<file path="src/rtl/add_32.sv">
// 32-bit adder built from eight 4-bit carry-lookahead groups plus a second-level
// group-carry lookahead; sum and status flags are registered (one cycle latency).
module add_32 (
  input  logic        clk,
  input  logic        rst_n,
  input  logic [31:0] A,
  input  logic [31:0] B,
  input  logic        in_valid,
  output logic [31:0] Q,
  output logic        cout,
  output logic        ovf,
  output logic        zero,
  output logic        out_valid
);

  logic [31:0] bit_g;
  logic [31:0] bit_p;
  logic [31:0] bit_c;
  logic [31:0] sum;
  logic [7:0]  grp_g;
  logic [7:0]  grp_p;
  logic [8:0]  grp_c;

  assign bit_g = A & B;
  assign bit_p = A ^ B;

  genvar gi;
  generate
    for (gi = 0; gi < 8; gi++) begin : g_grp
      logic [3:0] g;
      logic [3:0] p;
      logic       cin;

      assign g   = bit_g[4*gi +: 4];
      assign p   = bit_p[4*gi +: 4];
      assign cin = grp_c[gi];

      assign grp_g[gi] = g[3] | (p[3] & g[2]) | (p[3] & p[2] & g[1])
                       | (p[3] & p[2] & p[1] & g[0]);
      assign grp_p[gi] = &p;

      assign bit_c[4*gi]     = cin;
      assign bit_c[4*gi + 1] = g[0] | (p[0] & cin);
      assign bit_c[4*gi + 2] = g[1] | (p[1] & g[0]) | (p[1] & p[0] & cin);
      assign bit_c[4*gi + 3] = g[2] | (p[2] & g[1]) | (p[2] & p[1] & g[0])
                             | (p[2] & p[1] & p[0] & cin);
    end
  endgenerate

  // Each group carry is a flat OR of products of group G/P terms (no chaining
  // through grp_c); the carry-in at bit 0 is zero, so no P-chain/cin term exists.
  always_comb begin
    logic term;
    logic acc;
    grp_c = '0;
    term  = 1'b0;
    acc   = 1'b0;
    for (int k = 0; k < 8; k++) begin
      acc = 1'b0;
      for (int j = 0; j <= k; j++) begin
        term = grp_g[j];
        for (int m = j + 1; m <= k; m++) begin
          term = term & grp_p[m];
        end
        acc = acc | term;
      end
      grp_c[k+1] = acc;
    end
  end

  assign sum = bit_p ^ bit_c;

  logic [31:0] q_q, q_d;
  logic        cout_q, cout_d;
  logic        ovf_q, ovf_d;
  logic        zero_q, zero_d;
  logic        valid_q, valid_d;

  always_comb begin
    q_d     = q_q;
    cout_d  = cout_q;
    ovf_d   = ovf_q;
    zero_d  = zero_q;
    valid_d = in_valid;
    if (in_valid) begin
      q_d    = sum;
      cout_d = grp_c[8];
      ovf_d  = (A[31] == B[31]) && (sum[31] != A[31]);
      zero_d = (sum == 32'd0);
    end
  end

  always_ff @(posedge clk or negedge rst_n) begin
    if (!rst_n) begin
      q_q     <= 32'd0;
      cout_q  <= 1'b0;
      ovf_q   <= 1'b0;
      zero_q  <= 1'b1;
      valid_q <= 1'b0;
    end else begin
      q_q     <= q_d;
      cout_q  <= cout_d;
      ovf_q   <= ovf_d;
      zero_q  <= zero_d;
      valid_q <= valid_d;
    end
  end

  assign Q         = q_q;
  assign cout      = cout_q;
  assign ovf       = ovf_q;
  assign zero      = zero_q;
  assign out_valid = valid_q;

endmodule

</file>
<file path="config.mk">
export PLATFORM = sky130hd
export DESIGN_NAME = add_32
export DESIGN_NICKNAME = d
export VERILOG_FILES = /design/src/rtl/add_32.sv
export SDC_FILE = /design/constraint.sdc
export NUM_CORES = 1
export LEC_CHECK = 0
export CORE_MARGIN = 2
export CORE_UTILIZATION = 40
export DETAILED_ROUTE_END_ITERATION = 7
export GPL_TIMING_DRIVEN = 1
export PLACE_DENSITY = 0.73
export SLEW_MARGIN = 5
export SYNTH_ARGS = -nofsm -noshare
export SYNTH_HDL_FRONTEND = slang
export SYNTH_SLANG_ARGS = --single-unit
</file>
<file path="constraint.sdc">
create_clock -name clk -period 1.5 [get_ports clk]
set_input_delay 0.225 -clock clk [delete_from_list [all_inputs] [get_ports clk]]
set_output_delay 0.225 -clock clk [all_outputs]
set_load 0.005 [all_outputs]
</file>
==> run summary <==
clock skew -> 0 ns
largest net degree at the start of global routing -> 41
Final Instance Area -> 6140 µm²
Syn Nets -> 394
synthesized cell area -> 2880 µm²
Antenna diodes -> 0
asr flop ratio synth -> 1.00
number of setup violations in the final report -> 32
Non-Filler Instances -> 637
CTS tree -> built
status -> finished with violations
critical path arrival -> 5.19 ns
reg2reg start -> zero
XOR/XNOR Fraction of Synth Area -> 0.0699
WS Path Type -> in -> reg
min cycle time layout -> 4.99 ns
max cap viols -> 0
hold path cells -> 3
core area -> 6870 µm²
CTS buffer count -> 5
Peak supply drop -> 0.000438 V
DP Cell Count -> 570
prevailing post-synth register cell -> dfrtp_1
initial antenna violation count -> 0
largest family of logic cells by synthesized area -> adder cells
share of cells above drive strength 1 -> 0.575
Slew Limit Fails -> 0
pwr dens -> 865 nW/µm²
Ports -> 103
Post-synth EDFFs -> 0
die width -> 88.9 µm
period utilization -> 3.32
Buffers on Ports -> 102
worst r2r path cells -> 2
H-tree levels -> 2
antenna-violating nets left -> 0
violated checks -> setup timing
vias in the first global route -> 3746
First-pass DRT Iterations -> 5
Layout area overhead -> 113%
Yosys reg bits -> 36
GRT Util Overall -> 0.297
vias after detailed routing -> 3779
Worst Hold End -> Q[0]
die height -> 88.9 µm
mux cell area share after synthesis -> 0.0934
clock-pin slew on the worst setup and hold paths -> 0.08 ns
Hold Fails Final Rpt -> 0
Net count, final -> 647
placed wire-length estimate -> 7.24 mm
first-pass GRT wire length -> 17.7 mm
DRT iter0 DRCs -> 296
sequential-to-total area share from yosys stat -> 0.313
adder-cell area share of the yosys netlist -> 0.195
number of remaining DRC errors -> 0
unrepaired setup endpoints after global routing -> yes
Root Driver -> clkbuf_8
synth unique cells -> 56
Skew-Pair Late Insertion Delay -> 0.29 ns
Slew headroom -> 0.564
DR WL/cell -> 24.4 µm
WP data required -> 1.71 ns
crit path max fanout -> 3
Starting Density -> 0.419
reg-to-reg endpoint -> zero
complex-gate fraction of the synthesized area -> 0.160
fmax -> 0.201 GHz
cell row count -> 30
worst reg2reg setup slack -> 0.66 ns
startpoint types -> primary input
Avg Cell Area, Syn -> 10.0 µm²
Placement Setup Slack -> -3.72 ns
post-synthesis simple-gate area fraction -> 0.145
WL final -> 15.6 mm
Fillers -> 260
Cells after Synth -> 287
clk buf depth -> 2
Via-to-Cell Ratio -> 5.93
Reg area -> 902 µm²
P_leak -> 0.00271 µW
Ys Warns -> 0
Worst Hold Launch -> A[0]
die area -> 7900 µm²
clock sinks -> 36
GPL Wtd Cong -> 0.848
Overflow after GRT -> 0
multi-input logic area -> 2690 µm²
final worst setup slack -> -3.49 ns
worst hold path type -> in -> reg
Worst Tran Pin Value -> 0.648 ns
placed cell areas -> 4830 µm²
crit end category -> flip-flop
metrics by stage:
step / total power (µW) / hold slack, ns / utilization / TNS [ns]
floorplan: 2150 / -0.0706 / - / -24.51
global placement: 3310 / 0.243 / 0.703 / -47.65
detailed placement: 3370 / 0.241 / 0.703 / -50.00
CTS: 4680 / 0.336 / 0.831 / -31.88
global route: 5470 / 0.386 / 0.895 / -36.44
finish: 5310 / 0.379 / 0.895 / -35.13
worst max-delay path by stage:
| stage | slack (ns) | depth (start not counted) | endpoint | from |
|---|---|---|---|---|
| global route | -3.52 | 17 | zero | A[1] |
| CTS | -3.12 | 17 | zero | A[1] |
| floorplan | -2.84 | 16 | zero | B[10] |
| detailed placement | -3.72 | 17 | zero | A[11] |
| global placement | -3.50 | 17 | zero | A[1] |
| finish | -3.49 | 17 | zero | B[1] |
final cells by class:
cell class,count,share of cell area
Sequential cell,36,0.147
Tap cell,96,0.0195
Inverter,12,0.00774
Clock buffer,5,0.0112
Timing Repair Buffer,252,0.370
Clock inverter,3,0.00692
Multi-Input combinational cell,233,0.438
timing repair:
item	CTS	global route
pin swaps	54	43
setup endpoints to repair	33	31
endpoints found under the hold margin	20	0
hold buffers	1	0
gates resized for setup	216	81
buffers inserted	44	34
state kept, by name (all words and copies together) (netlist names):
name,count
Q,32
cout,1
out_valid,1
ovf,1
zero,1
logic make-up after synthesis:
logic type / count (synthesis)
AND/OR/NAND/NOR: 79
flip-flops: 36
multiplexers: 24
AO/OA/AOI/OAI: 67
buffers and inverters: 18
adder cells (fa/ha/maj): 40
XOR/XNOR: 23
report_power, final:
part / switching [µW] / internal (µW) / leakage [µW]
Combinational: 1260 / 1780 / 0.00224
Sequential: 170 / 1180 / 0.000418
Clock: 419 / 493 / 0.0000541
routing by layer:
layer | track usage | vias up | part of all wire
met4 | 0.152 | 0 | 0.078
met5 | 0 | - | 0
met3 | 0.0644 | 107 | 0.072
met1 | 0.305 | 1850 | 0.35
li1 | - | 1567 | -
met2 | 0.560 | 255 | 0.50
placed cells by master, fill, tap and decap left out, types with 11 or more instances in the layout:
cell	Yosys	routed
ha_4	0	19
buf_4	0	100
dlygate4sd2_1	0	12
a21oi_2	0	12
buf_6	0	59
mux2_2	23	11
dfrtp_1	35	35
mux2_4	0	12
clkdlybuf4s50_1	0	54
nor2_1	16	16
nand2_1	21	15
critical path: stages:
cell and delay, ns:
buf_6 0.10, ha_4 0.27, a211oi_4 0.06, o21ba_4 0.23
or4b_4 0.49, a2111o_1 0.50, a21boi_2 0.19, or2_4 0.15
fa_2 0.46, nor4b_2 0.36, nand4_1 0.26, nor4_4 0.33
nand4b_1 0.21, mux2_4 0.33, a221o_1 0.33, or4_4 0.48
o31ai_2 0.20
synth_stat cells, types with 7 or more instances:
library cell | count | share of area
fa_1 | 8 | 0.056
mux2_2 | 23 | 0.090
nand2_1 | 21 | 0.027
o21ai_0 | 7 | 0.012
nor2_1 | 16 | 0.021
xnor2_1 | 16 | 0.049
dfrtp_1 | 35 | 0.30
xor2_1 | 7 | 0.021
nand3_1 | 7 | 0.012
inv_1 | 11 | 0.014
ha_1 | 32 | 0.14
a21oi_1 | 23 | 0.040
Power figures use the tool's default switching activity.
